## src/rtl/dispatch_stage.sv

```systemverilog
// 3-wide in-order dispatch: decodes fetched instructions, applies the structural
// kill chain and assembles RS / ROB packets plus freelist and maptable controls.
module dispatch_stage #(
    parameter int DISP_WIDTH = 3,
    parameter int PR_W       = 6,
    parameter int ROB_W      = 5,
    parameter int LSQ_W      = 3
) (
    input  logic                                        clock,
    input  logic                                        reset,
    input  logic [DISP_WIDTH*130-1:0]                   dispatch_if_pkts,
    input  logic [DISP_WIDTH*PR_W-1:0]                  dispatch_free_prs,
    input  logic [DISP_WIDTH*PR_W-1:0]                  dispatch_src1_pr,
    input  logic [DISP_WIDTH*PR_W-1:0]                  dispatch_src2_pr,
    input  logic [DISP_WIDTH-1:0]                       dispatch_src1_rdy,
    input  logic [DISP_WIDTH-1:0]                       dispatch_src2_rdy,
    input  logic [DISP_WIDTH*PR_W-1:0]                  dispatch_oldprs,
    input  logic [DISP_WIDTH*ROB_W-1:0]                 dispatch_idx,
    input  logic [DISP_WIDTH*LSQ_W-1:0]                 dispatch_pointer_tail,
    input  logic [DISP_WIDTH-1:0]                       dispatch_stall_mask,
    output logic [DISP_WIDTH*(115+3*PR_W+ROB_W+LSQ_W)-1:0] dispatch_rs_pkts,
    output logic [DISP_WIDTH*(138+2*PR_W)-1:0]          dispatch_rob_pkts,
    output logic [DISP_WIDTH-1:0]                       dispatch_pr_allocEN,
    output logic [DISP_WIDTH*PR_W-1:0]                  dispatch_pr_alloc_tags,
    output logic [DISP_WIDTH*5-1:0]                     dispatch_arch_regs,
    output logic [DISP_WIDTH*5-1:0]                     dispatch_src1_arch_regs,
    output logic [DISP_WIDTH*5-1:0]                     dispatch_src2_arch_regs,
    output logic [DISP_WIDTH-1:0]                       dispatch_sq_flags,
    output logic [DISP_WIDTH*2-1:0]                     dispatc_unit_sel,
    output logic [DISP_WIDTH*130-1:0]                   dispatch_if_pkts_out,
    output logic [31:0]                                 dispatch_count
);

    localparam int IF_W      = 130;
    localparam int RS_W      = 115 + 3*PR_W + ROB_W + LSQ_W;
    localparam int ROB_PKT_W = 138 + 2*PR_W;

    localparam logic [1:0] FU_ALU    = 2'd0;
    localparam logic [1:0] FU_LS     = 2'd1;
    localparam logic [1:0] FU_MULT   = 2'd2;
    localparam logic [1:0] FU_BRANCH = 2'd3;

    localparam logic [1:0] OPA_RS1  = 2'd0;
    localparam logic [1:0] OPA_PC   = 2'd2;
    localparam logic [1:0] OPA_ZERO = 2'd3;

    localparam logic [2:0] OPB_RS2 = 3'd0;
    localparam logic [2:0] OPB_I   = 3'd1;
    localparam logic [2:0] OPB_S   = 3'd2;
    localparam logic [2:0] OPB_B   = 3'd3;
    localparam logic [2:0] OPB_U   = 3'd4;
    localparam logic [2:0] OPB_J   = 3'd5;

    localparam logic [4:0] ALU_ADD  = 5'd0;
    localparam logic [4:0] ALU_SUB  = 5'd1;
    localparam logic [4:0] ALU_SLT  = 5'd2;
    localparam logic [4:0] ALU_SLTU = 5'd3;
    localparam logic [4:0] ALU_AND  = 5'd4;
    localparam logic [4:0] ALU_OR   = 5'd5;
    localparam logic [4:0] ALU_XOR  = 5'd6;
    localparam logic [4:0] ALU_SLL  = 5'd7;
    localparam logic [4:0] ALU_SRL  = 5'd8;
    localparam logic [4:0] ALU_SRA  = 5'd9;
    localparam logic [4:0] ALU_MUL  = 5'd10;

    localparam logic [31:0] INST_WFI = 32'h1050_0073;

    typedef struct packed {
        logic [1:0] fu;
        logic [1:0] opa;
        logic [2:0] opb;
        logic [4:0] func;
        logic       rd_mem;
        logic       wr_mem;
        logic       halt;
        logic       illegal;
        logic       writes_rd;
        logic       uses_rs1;
        logic       uses_rs2;
        logic       is_store;
    } dec_t;

    function automatic logic [4:0] alu_func(input logic [2:0] f3, input logic alt);
        logic [4:0] f;
        case (f3)
            3'd0:    f = alt ? ALU_SUB : ALU_ADD;
            3'd1:    f = ALU_SLL;
            3'd2:    f = ALU_SLT;
            3'd3:    f = ALU_SLTU;
            3'd4:    f = ALU_XOR;
            3'd5:    f = alt ? ALU_SRA : ALU_SRL;
            3'd6:    f = ALU_OR;
            3'd7:    f = ALU_AND;
            default: f = ALU_ADD;
        endcase
        return f;
    endfunction

    function automatic dec_t decode(input logic [31:0] inst);
        dec_t       d;
        logic [2:0] f3;
        f3     = inst[14:12];
        d      = '0;
        d.fu   = FU_ALU;
        d.opa  = OPA_RS1;
        d.opb  = OPB_RS2;
        d.func = ALU_ADD;
        case (inst[6:0])
            7'h37: begin d.opa = OPA_ZERO; d.opb = OPB_U; d.writes_rd = 1'b1; end
            7'h17: begin d.opa = OPA_PC;   d.opb = OPB_U; d.writes_rd = 1'b1; end
            7'h6f: begin
                d.fu = FU_BRANCH; d.opa = OPA_PC; d.opb = OPB_J; d.writes_rd = 1'b1;
            end
            7'h67: begin
                d.fu = FU_BRANCH; d.opb = OPB_I; d.writes_rd = 1'b1; d.uses_rs1 = 1'b1;
                d.illegal = (f3 != 3'd0);
            end
            7'h63: begin
                d.fu = FU_BRANCH; d.opa = OPA_PC; d.opb = OPB_B;
                d.uses_rs1 = 1'b1; d.uses_rs2 = 1'b1;
                d.illegal = (f3 == 3'd2) || (f3 == 3'd3);
            end
            7'h03: begin
                d.fu = FU_LS; d.opb = OPB_I; d.rd_mem = 1'b1; d.writes_rd = 1'b1; d.uses_rs1 = 1'b1;
                d.illegal = (f3 == 3'd3) || (f3 >= 3'd6);
            end
            7'h23: begin
                d.fu = FU_LS; d.opb = OPB_S; d.wr_mem = 1'b1; d.is_store = 1'b1;
                d.uses_rs1 = 1'b1; d.uses_rs2 = 1'b1;
                d.illegal = (f3 > 3'd2);
            end
            7'h13: begin
                d.opb = OPB_I; d.writes_rd = 1'b1; d.uses_rs1 = 1'b1;
                d.func = alu_func(f3, inst[30] && (f3 == 3'd5));
            end
            7'h33: begin
                d.writes_rd = 1'b1; d.uses_rs1 = 1'b1; d.uses_rs2 = 1'b1;
                case (inst[31:25])
                    7'h00: d.func = alu_func(f3, 1'b0);
                    7'h20: begin
                        d.func    = alu_func(f3, 1'b1);
                        d.illegal = (f3 != 3'd0) && (f3 != 3'd5);
                    end
                    7'h01: begin
                        d.fu      = FU_MULT;
                        d.func    = ALU_MUL + {3'd0, f3[1:0]};
                        d.illegal = f3[2];
                    end
                    default: d.illegal = 1'b1;
                endcase
            end
            7'h0f: d.func = ALU_ADD;
            7'h73: begin
                d.halt    = (inst == INST_WFI);
                d.illegal = (inst != INST_WFI);
            end
            default: d.illegal = 1'b1;
        endcase
        // An illegal encoding dispatches as an inert ALU op that touches no state.
        if (d.illegal) begin
            d.fu = FU_ALU; d.rd_mem = 1'b0; d.wr_mem = 1'b0; d.is_store = 1'b0; d.halt = 1'b0;
            d.writes_rd = 1'b0; d.uses_rs1 = 1'b0; d.uses_rs2 = 1'b0;
        end
        return d;
    endfunction

    logic [DISP_WIDTH-1:0] disp_s;
    logic [31:0]           disp_num_s;
    logic [31:0]           count_r;

    // Kill chain: a stall on a slot blocks it and every younger (lower) slot.
    always_comb begin
        logic blocked;
        blocked = 1'b0;
        disp_s  = '0;
        for (int i = DISP_WIDTH - 1; i >= 0; i--) begin
            blocked   = blocked | dispatch_stall_mask[i];
            disp_s[i] = dispatch_if_pkts[i*IF_W + IF_W - 1] & ~blocked;
        end
    end

    generate
        for (genvar g = 0; g < DISP_WIDTH; g++) begin : g_slot
            logic [IF_W-1:0]      if_pkt_s;
            logic [31:0]          pc_s, npc_s, inst_s, bp_target_s;
            logic                 bp_taken_s, has_dest_s, alloc_en_s;
            logic [PR_W-1:0]      alloc_tag_s, src1_tag_s, src2_tag_s, told_s;
            logic                 src1_rdy_s, src2_rdy_s;
            logic [RS_W-1:0]      rs_pkt_s;
            logic [ROB_PKT_W-1:0] rob_pkt_s;
            logic [1:0]           unit_s;
            dec_t                 dec_s;

            assign if_pkt_s    = dispatch_if_pkts[g*IF_W +: IF_W];
            assign pc_s        = if_pkt_s[128:97];
            assign npc_s       = if_pkt_s[96:65];
            assign inst_s      = if_pkt_s[64:33];
            assign bp_taken_s  = if_pkt_s[32];
            assign bp_target_s = if_pkt_s[31:0];
            assign dec_s       = decode(inst_s);
            assign has_dest_s  = dec_s.writes_rd && (inst_s[11:7] != 5'd0) && !dec_s.illegal;
            assign alloc_en_s  = disp_s[g] & has_dest_s;
            assign alloc_tag_s = alloc_en_s ? dispatch_free_prs[g*PR_W +: PR_W] : {PR_W{1'b0}};
            assign told_s      = alloc_en_s ? dispatch_oldprs[g*PR_W +: PR_W] : {PR_W{1'b0}};
            assign src1_tag_s  = dec_s.uses_rs1 ? dispatch_src1_pr[g*PR_W +: PR_W] : {PR_W{1'b0}};
            assign src2_tag_s  = dec_s.uses_rs2 ? dispatch_src2_pr[g*PR_W +: PR_W] : {PR_W{1'b0}};
            assign src1_rdy_s  = dec_s.uses_rs1 ? dispatch_src1_rdy[g] : 1'b1;
            assign src2_rdy_s  = dec_s.uses_rs2 ? dispatch_src2_rdy[g] : 1'b1;

            // Packet assembly; a killed or invalid slot presents all-zero packets.
            always_comb begin
                rs_pkt_s  = '0;
                rob_pkt_s = '0;
                unit_s    = FU_ALU;
                if (disp_s[g]) begin
                    rs_pkt_s = {1'b1, dec_s.fu, dec_s.opa, dec_s.opb, dec_s.func,
                                dec_s.rd_mem, dec_s.wr_mem, dec_s.halt, dec_s.illegal,
                                pc_s, npc_s, inst_s, alloc_tag_s,
                                src1_tag_s, src1_rdy_s, src2_tag_s, src2_rdy_s,
                                dispatch_idx[g*ROB_W +: ROB_W],
                                dispatch_pointer_tail[g*LSQ_W +: LSQ_W]};
                    rob_pkt_s = {1'b1, pc_s, npc_s, inst_s,
                                 has_dest_s ? inst_s[11:7] : 5'd0,
                                 alloc_tag_s, told_s, 1'b0, dec_s.is_store, dec_s.halt,
                                 bp_taken_s, bp_target_s};
                    unit_s = dec_s.fu;
                end else begin
                    rs_pkt_s  = '0;
                    rob_pkt_s = '0;
                    unit_s    = FU_ALU;
                end
            end

            assign dispatch_rs_pkts[g*RS_W +: RS_W]              = rs_pkt_s;
            assign dispatch_rob_pkts[g*ROB_PKT_W +: ROB_PKT_W]   = rob_pkt_s;
            assign dispatch_pr_allocEN[g]                        = alloc_en_s;
            assign dispatch_pr_alloc_tags[g*PR_W +: PR_W]        = alloc_tag_s;
            assign dispatch_arch_regs[g*5 +: 5]                  = inst_s[11:7];
            assign dispatch_src1_arch_regs[g*5 +: 5]             = inst_s[19:15];
            assign dispatch_src2_arch_regs[g*5 +: 5]             = inst_s[24:20];
            assign dispatch_sq_flags[g]                          = disp_s[g] & dec_s.is_store;
            assign dispatc_unit_sel[g*2 +: 2]                    = unit_s;
            assign dispatch_if_pkts_out[g*IF_W +: IF_W]          = {disp_s[g], if_pkt_s[IF_W-2:0]};
        end
    endgenerate

    // Number of slots leaving this cycle.
    always_comb begin
        disp_num_s = 32'd0;
        for (int i = 0; i < DISP_WIDTH; i++) begin
            disp_num_s = disp_num_s + {31'd0, disp_s[i]};
        end
    end

    // Running dispatched-instruction total, wraps naturally at 2^32.
    always_ff @(posedge clock or negedge reset) begin
        if (!reset) begin
            count_r <= 32'd0;
        end else begin
            count_r <= count_r + disp_num_s;
        end
    end

    assign dispatch_count = count_r;

endmodule

```

## config.mk

```make
export PLATFORM = sky130hd
export DESIGN_NAME = dispatch_stage
export DESIGN_NICKNAME = d
export VERILOG_FILES = /design/src/rtl/dispatch_stage.sv
export SDC_FILE = /design/constraint.sdc
export NUM_CORES = 1
export LEC_CHECK = 0
export CAP_MARGIN = 20
export CORE_AREA = 2 2 732 734
export DETAILED_ROUTE_END_ITERATION = 8
export DIE_AREA = 0 0 734 736
export PLACE_DENSITY_LB_ADDON = 0.25
export SYNTH_ARGS = -nofsm -noshare
export SYNTH_HDL_FRONTEND = slang
export SYNTH_SLANG_ARGS = --single-unit
```

## constraint.sdc

```tcl
create_clock -name clock -period 6.54 [get_ports clock]
set_clock_uncertainty 0.1 [all_clocks]
set_input_delay 1.308 -clock clock [delete_from_list [all_inputs] [get_ports clock]]
set_output_delay 1.308 -clock clock [all_outputs]
set_load 0.01 [all_outputs]
```

==> run metrics, run 1 <==
status=finished clean; dominant cell type by area after synthesis=buf_4; share of the synthesized area in the top cell type=0.4281; Post-synth EDFFs=0; CTS tree=yes; top cell family by delay on the critical path=simple AND/OR/NAND/NOR gates; Hold Fails Final Rpt=0; register area=approximately 800 um^2; Sw Pwr=about 1200 uW; WL final=355.3 mm; CP max stage delay=0.68 ns; global-route wire length before repair=398.8 mm; main flop type after synthesis=dfrtp_1; CTS H-Tree Depth=2; Worst EP required=about 5.1 ns; hpwl dp=~340 mm; IO Port Bufs=between 1,500 and 2,000; Critical R2R Launch=dispatch_count[0]; Die Ht=736 um; fin nets=about 3,700; CP max-delay cell=or4_4; core area=531,800 um^2; Startpoint Class=primary input; Clk Latency, worst-skew pair=between 0.2 and 0.3 ns; Via density=1.910; post-route insts no fill=10,202; Starting Density=0.02532; CP dominant cell by count=clkdlybuf4s50_1; post-CTS sizing=0; worst-path maximum fanout=16; most common cell in the synthesized netlist=buf_4; combinational share of power=0.803; worst path bufs/invs=3; initial antenna violation count=100; Worst VDD drop=about 0.000084 V; Int Power=~1300 uW; Area contributors post-synth=buf_4 43%, and2_1 12%, and3_1 6.5%; Layout area overhead=185.1%; max-slew violations=0; CP Capture Type=output port; flop2flop setup slack=approximately 3.5 ns; postcts setup bufs=0; antenna-violating nets left=0; Met2 Wirelength=157.8 mm; Slew headroom=0.2675; io pins=1,867; Max Cap Viol=0; worst slew pin tran=1.093 ns; most frequent cells after synthesis=768 x buf_4, 256 x and2_1, 139 x and3_1; synthesized area per cell=between 6 and 7 um^2; Max Freq=about 0.16 GHz; HP Class=reg -> reg; synth warn=0; vias=19,488; met1 wire length=150.4 mm; Multi-input gate area=around 6200 um^2; worst r2r dst=dispatch_count[31]; row count=approximately 270; wire length per cell=roughly 35 um; Mapped Cells=slightly below 2,000; Final Instance Area=38,390 um^2; Tmin final=approximately 6.1 ns; met3 WL=between 30 and 40 mm; placed insts=between 10,000 and 15,000; Clock transition at path regs=~0.060 ns; GRT overflow=0; Area after DPL=between 30,000 and 40,000 um^2; CTS Sinks=32; Clock power frac=0.098; hold path endpoint=dispatch_count[31]; critical hold path startpoint=dispatch_count[31]; #FFs+latches synth=32; Hold-fix buffers, CTS=0; largest net degree at the start of global routing=131; CP Depth=8; synthesized area=about 13,000 um^2; gpl congestion=~0.94; total die area=between 500,000 and 600,000 um^2; synth unique cells=80; Arr. time, crit path=4.74 ns; die width=approximately 730 um; final setup vio count=0; sequential share of power=0.099; final core occ=0.07219; Tcrit/Tclk final=0.9395; RSZ-0062 raised after global routing=no; switching share of power=0.4952; share of layout cells above drive strength 1=0.1886; hold-critical path depth=1; fill count=just over 60,000; gr usage total=0.1250; WS Path Type=in -> out; Lkg Pwr=between 0.01 and 0.015 uW; Power Density=around 65 nW/um^2; Final Power=approximately 2500 uW; Largest register FFs=32; Seq/Total Area, Yosys=0.05946; Reg2Reg Depth=7; initial DRC count=about 1,300; DR pass1 iterations=5; CP cell instances=clkdlybuf4s50_1 > or4_4 > nor4_2 > nand4_1 > o21a_2 > buf_12 > nor3_1 > clkdlybuf4s50_1; ys async rst share=1.000; Setup TNS Final=0 ns; CTS Buf Count=5; Clock Tree Root=clkbuf_16; top sig layer=met5; vias in the first global route=19,647; DRC Markers=0; CTS Buffer Depth=2
stage by stage:
| step | hold WS [ns] | worst slack (ns) |
|---|---|---|
| global placement | 0.3691 | -0.03520 |
| CTS | 0.3816 | 0.2666 |
| finish | 0.3831 | 0.3956 |
| floorplan | 0.4039 | 1.654 |
| global route | 0.4144 | 0.1995 |
| detailed placement | 0.3610 | 0.2776 |
cells by family after synthesis:
logic type,share of synthesized area
buffers and inverters,0.4839
and+or+nand+nor,0.3555
muxes,0.003995
other,0.0002784
xor gates and xnor gates,0.02146
DFF,0.05946
AOI/OAI and AO/OA,0.05379
adders and majority gates,0.02155
cell usage in the layout, fill, tap and decap left out, types with 4 or more instances in the layout:
| cell type | instances |
|---|---|
| a21oi_1 | 30 |
| a22oi_1 | 7 |
| a31oi_1 | 4 |
| and2_1 | 256 |
| and3_1 | 139 |
| and3b_1 | 4 |
| and4_1 | 4 |
| buf_12 | 230 |
| buf_4 | 320 |
| clkbuf_16 | 5 |
| clkdlybuf4s50_1 | 1500 |
| conb_1 | 6 |
| dfrtp_1 | 32 |
| diode_2 | 38 |
| ha_1 | 20 |
| inv_1 | 72 |
| nand2_1 | 52 |
| nand2b_1 | 21 |
| nand3_1 | 44 |
| nand4_1 | 11 |
| nor2_1 | 85 |
| nor2b_1 | 11 |
| nor3_1 | 62 |
| nor3b_1 | 25 |
| nor4_1 | 45 |
| nor4_2 | 5 |
| nor4b_1 | 11 |
| o21ai_0 | 10 |
| o22ai_1 | 5 |
| or4_1 | 4 |
| xnor2_1 | 22 |
| xor2_1 | 11 |
layout make-up:
class	instances	share of cell area
Timing Repair Buffer	2052	0.5738
Tap cell	7020	0.2288
Multi-Input combinational cell	979	0.1626
Sequential cell	32	0.02086
Inverter	74	0.007495
Clock buffer	7	0.003976
Antenna cell	38	0.002477
routing by layer:
layer  vias to the layer above  GRT usage
met2                      1480     0.2005
li1                       8131          -
met4                        28    0.02292
met5                         -          0
met1                      9648     0.1550
met3                       201    0.05501
worst max path at each step:
stage | startpoint | end | slack, ns
after global placement | dispatch_stall_mask[1] | dispatch_pr_alloc_tags[0] | -0.04
after floorplan | dispatch_if_pkts[305] | dispatch_rs_pkts[308] | 1.65
after detailed placement | dispatch_stall_mask[1] | dispatch_rob_pkts[197] | 0.28
after global routing | dispatch_if_pkts[59] | dispatc_unit_sel[1] | 0.20
after CTS | dispatch_stall_mask[1] | dispatch_rob_pkts[197] | 0.27
final | dispatch_if_pkts[324] | dispatch_rs_pkts[301] | 0.40
worst register-to-register path, stage by stage, from the launching register on:
cell and delay [ns]:
dfrtp_1 0.40, fa_1 0.48, ha_1 0.30, a21oi_1 0.12, nor4_2 0.68, nand4_1 0.44
nor2_1 0.24, xor2_1 0.17
power groups by stage:
stage | clock, uW | sequential, uW | combinational (uW)
after floorplan | 0 | 256 | 631
after global placement | 0 | 252 | 2080
after detailed placement | 0 | 252 | 2060
after CTS | 251 | 250 | 2080
after global routing | 257 | 255 | 2110
final | 245 | 249 | 2010
Power figures use the tool's default switching activity.
==> run 2, diff against run 1 <==
CELL_PAD_IN_SITES_DETAIL_PLACEMENT = 0   (was default)
CELL_PAD_IN_SITES_GLOBAL_PLACEMENT = 2   (was default)
CORE_AREA = 4 4 717 719   (was 2 2 732 734)
DIE_AREA = 0 0 721 723   (was 0 0 734 736)
==> run metrics, run 2 (synthesized netlist as in run 1, its figures left out) <==
Max Cap Viol=0; share of layout cells above drive strength 1=0.1514; HP Class=reg -> reg; Worst VDD drop=~0.0001 V; critical hold path startpoint=dispatch_count[31]; final setup vio count=0; Tcrit/Tclk final=0.9799; DRC Markers=0; Reg2Reg Depth=8; vias=around 19,000; hold path endpoint=dispatch_count[31]; CTS Buffer Depth=2; status=finished clean; Tmin final=roughly 6.4 ns; Lkg Pwr=roughly 0.012 uW; IO Port Bufs=1,860; Clock Tree Root=clkbuf_16; fin nets=3,642; met1 Track Usage GR=0.1286; Slew headroom=0.2870; worst slew pin tran=~1.1 ns; hold-critical path depth=1; Die Ht=between 700 and 800 um; Power Density=between 60 and 70 nW/um^2; CTS H-Tree Depth=2; RSZ-0062 raised after global routing=no; Clock transition at path regs=roughly 0.060 ns; Max Freq=0.1560 GHz; max-slew violations=0; most common cell after layout, fill and taps aside=clkdlybuf4s50_1; Startpoint Class=primary input; hpwl dp=285.1 mm; DR pass1 iterations=5; Sw Pwr=about 1100 uW; WS Path Type=in -> out; global-route wire length before repair=347.4 mm; initial DRC count=roughly 900; GRT busiest layer=met2; worst hold slack=between 0.3 and 0.4 ns; gpl congestion=~0.92; CTS Sinks=32; Hold Fails Final Rpt=0; switching share of power=0.4778; post-route insts no fill=between 9,000 and 10,000; vias in the first global route=just under 20,000; Worst EP required=slightly above 5 ns; Critical R2R Launch=dispatch_count[0]; flop2flop setup slack=roughly 3.7 ns; worst-path maximum fanout=12; Starting Density=0.02652; die width=721 um; Largest register FFs=32; CTS Buf Count=5; Clock power frac=0.102; Via density=around 1.9; gr usage total=0.1095; GRT overflow=0; Clk Latency, worst-skew pair=0.28 ns; io pins=around 1,900; placed insts=a little under 10,000; CP Capture Type=output port; Setup TNS Final=0 ns; met3 global-route usage=0.06161; worst r2r dst=dispatch_count[18]; largest net degree at the start of global routing=150; initial antenna violation count=63; antenna-violating nets left=0; total die area=around 520,000 um^2; CTS tree=yes; combinational share of power=0.795; CP max stage delay=0.69 ns; Int Power=~1300 uW; sequential share of power=0.103; CP cell instances=clkdlybuf4s50_1 > inv_1 > ha_1 > nor2_1 > a21oi_1 > and3_1 > or4_1 > buf_4 > buf_4 > nor4_1 > clkdlybuf4s50_1; core area=507,800 um^2; met2 Usage GRT=0.1781; CP max-delay cell=clkdlybuf4s50_1; Hold-fix buffers, CTS=0; Layout area overhead=178.6%; WL final=a little over 300 mm; row count=between 200 and 300; most frequent cells in the layout=1,593 x clkdlybuf4s50_1, 256 x and2_1, 249 x buf_4, 188 x buf_12, 139 x and3_1; Arr. time, crit path=about 5.0 ns; wire length per cell=roughly 31 um
==> run 2: changes by cell type in the layout (fill, tap and decap cells not counted), moves of 3 or more <==
cell,previous run,this run
diode_2,38,21
buf_12,230,188
clkdlybuf4s50_1,1500,1593
nor3_2,3,0
nor3_1,62,65
buf_4,320,249
==> run 2: layout make-up <==
type	count	area (um^2)
Antenna cell	21	52.55
Clock buffer	7	142.6
Clock inverter	1	7.507
Fill cell	59495	470300
Inverter	74	285.3
Multi-Input combinational cell	979	6218
Sequential cell	32	800.8
Tap cell	6732	8423
Timing Repair Buffer	2031	21590
==> run 2: how the worst max path moves through the flow <==
| stage | to | slack, ns | start | depth (start not counted) |
|---|---|---|---|---|
| after floorplan | dispatch_rs_pkts[308] | 1.65 | dispatch_if_pkts[305] | 10 |
| after global placement | dispatch_rob_pkts[344] | -0.21 | dispatch_if_pkts[305] | 10 |
| after detailed placement | dispatch_rs_pkts[308] | -0.1 | dispatch_if_pkts[305] | 10 |
| after CTS | dispatch_rob_pkts[195] | 0.15 | dispatch_if_pkts[163] | 10 |
| after global routing | dispatch_rob_pkts[343] | 0.02 | dispatch_if_pkts[305] | 11 |
| final | dispatch_rob_pkts[343] | 0.13 | dispatch_if_pkts[305] | 11 |
==> run 2: through the flow <==
step / util / total power (uW) / setup WS [ns] / instance area [um^2]
floorplan: - / 887.7 / 1.654 / 13490
global placement: 0.07343 / 2238 / -0.2133 / 37290
detailed placement: 0.07345 / 2221 / -0.09766 / 37300
finish: 0.07389 / 2405 / 0.1313 / 37520
CTS: 0.07377 / 2489 / 0.1499 / 37460
global route: 0.07379 / 2548 / 0.01926 / 37470
==> run 2: layer usage <==
metal  part of all wire  vias up
met5           0.000043        -
met1               0.40     9284
met4              0.015        2
met2               0.45     1116
li1                   -     8031
met3               0.13      104
==> run 2: worst max-delay path: cells and delay by family <==
kind,cells,cell delay [ns]
adders and majority gates,1,0.24
and+or+nand+nor,4,1.54
buffers and inverters,5,1.79
AOI/OAI and AO/OA,1,0.11
==> run 2: power by group through the flow <==
| stage | sequential (uW) | combinational (uW) | clock, uW |
|---|---|---|---|
| floorplan | 256 | 631 | 0 |
| global placement | 250 | 1990 | 0 |
| detailed placement | 250 | 1970 | 0 |
| CTS | 248 | 1980 | 258 |
| global route | 252 | 2030 | 266 |
| finish | 247 | 1910 | 244 |
==> run 2: repair_timing <==
| action | CTS | global route |
|---|---|---|
| gates resized for setup | 2 | 1 |
| endpoints found under the setup margin | 4 | 3 |
| buffers inserted | 0 | 0 |
| gates cloned | 0 | 0 |
==> run 3, diff against run 2 <==
CORE_AREA = 5 5 718 720   (was 4 4 717 719)
DIE_AREA = 0 0 723 725   (was 0 0 721 723)
==> run metrics, run 3 (synthesized netlist as in run 1, its figures left out) <==
status=finished clean; Max Cap Viol=0; Layout area overhead=179.4%; hold path endpoint=dispatch_count[31]; initial DRC count=roughly 950; Worst setup startpoint=dispatch_if_pkts[60]; total die area=roughly 520,000 um^2; post-CTS sizing=0; placed insts=9,838; io pins=between 1,500 and 2,000; HP Class=reg -> reg; wire length per cell=just over 30 um; flop2flop setup slack=3.42 ns; postcts setup bufs=0; Tcrit/Tclk final=0.9871; Hold Fails Final Rpt=0; Max Freq=about 0.15 GHz; WL final=between 300 and 400 mm; CTS Buf Count=5; CP Capture Type=output port; vias in the first global route=slightly below 20,000; Slew headroom=0.1792; CTS H-Tree Depth=2; most common cell after layout, fill and taps aside=clkdlybuf4s50_1; gpl congestion=0.8619; met2 Usage GRT=0.1858; Critical R2R Launch=dispatch_count[0]; PnR worst setup slack=about 0.084 ns; Worst EP required=5.13 ns; core area=between 500,000 and 600,000 um^2; final setup vio count=0; gr usage total=0.1095; IO Port Bufs=1,860; Arr. time, crit path=around 5.1 ns; Final Power=around 2400 uW; Clk Latency, worst-skew pair=about 0.28 ns; row count=around 260; Clock Tree Root=clkbuf_16; Lkg Pwr=roughly 0.012 uW; RSZ-0062 raised after global routing=no; initial antenna violation count=between 60 and 70; largest net degree at the start of global routing=110; worst r2r dst=dispatch_count[31]; Largest register FFs=32; met1 Track Usage GR=0.1185; die width=around 720 um; DR pass1 iterations=7; Power Density=63.33 nW/um^2; hold-critical path depth=1; Starting Density=0.02652; Clock transition at path regs=about 0.050 ns; Placement Setup Slack=between 0.07 and 0.08 ns; CTS tree=yes; Worst VDD drop=0.00008378 V; post-route insts no fill=between 9,000 and 10,000; worst-path maximum fanout=24; DRC Markers=0; fin nets=3,632; Tmin final=~6.5 ns; hpwl dp=roughly 290 mm; antenna-violating nets left=0; WS Path Type=in -> out; GRT busiest layer=met2; max-slew violations=0; global-route wire length before repair=around 350 mm; worst slew pin tran=between 1 and 1.5 ns; critical hold path startpoint=dispatch_count[31]; Die Ht=725 um; Setup TNS Final=0 ns; CTS Buffer Depth=2; met3 global-route usage=0.06915; CTS Sinks=32; share of layout cells above drive strength 1=0.1493; most frequent cells in the layout=1,590 x clkdlybuf4s50_1, 256 x and2_1, 227 x buf_4, 204 x buf_12, 139 x and3_1; fill count=roughly 60,000; Via density=approximately 1.9; GRT overflow=0; Startpoint Class=primary input; Reg2Reg Depth=7; vias=between 15,000 and 20,000; Hold-fix buffers, CTS=0
==> run 3: power by group <==
part / switching, uW / total, uW / internal (uW)
clock network: 92.1 / 242 / 150
logic: 1000 / 1890 / 883
registers: 32.6 / 253 / 220
==> run 3: layout make-up <==
cell class | count | area, um^2 | share of cell area
Sequential cell | 32 | 800.8 | 0.02128
Antenna cell | 22 | 55.05 | 0.001463
Tap cell | 6732 | 8423 | 0.2238
Clock inverter | 2 | 10.01 | 0.0002660
Inverter | 74 | 285.3 | 0.007581
Multi-Input combinational cell | 979 | 6213 | 0.1651
Clock buffer | 6 | 138.9 | 0.003691
Timing Repair Buffer | 2021 | 21700 | 0.5768
==> run 3: per-layer routing <==
layer | wire length [um] | vias to the layer above
met3 | 44090 | 115
met2 | 142700 | 1166
li1 | - | 8042
met4 | 3582 | 14
met5 | 83 | -
met1 | 112200 | 9140
==> run 3: worst max-delay path by stage <==
| stage | endpoint | slack, ns |
|---|---|---|
| 2_1_floorplan | dispatch_rs_pkts[308] | 1.65 |
| 3_3_place_gp | dispatch_rob_pkts[197] | 0.14 |
| 3_5_place_dp | dispatch_rob_pkts[45] | 0.08 |
| 4_1_cts | dispatch_rob_pkts[45] | 0.05 |
| 5_1_grt | dispatch_rs_pkts[25] | 0.05 |
| 6_report | dispatch_rob_pkts[45] | 0.08 |
==> run 3: metrics by stage <==
step | cell area (um^2) | utilization | hold slack, ns
global placement | 37430 | 0.07370 | 0.3637
detailed placement | 37430 | 0.07370 | 0.3593
CTS | 37570 | 0.07400 | 0.3728
global route | 37580 | 0.07401 | 0.4002
finish | 37630 | 0.07411 | 0.3666
floorplan | 13490 | - | 0.4039
==> run 3: worst max-delay path: stages <==
cell             delay [ns]
clkdlybuf4s50_1        0.63
nor4_1                 0.42
buf_4                  0.18
nor2b_1                0.47
a311oi_4               0.21
a311o_1                0.41
buf_12                 0.19
nor3_1                 0.51
clkdlybuf4s50_1        0.65
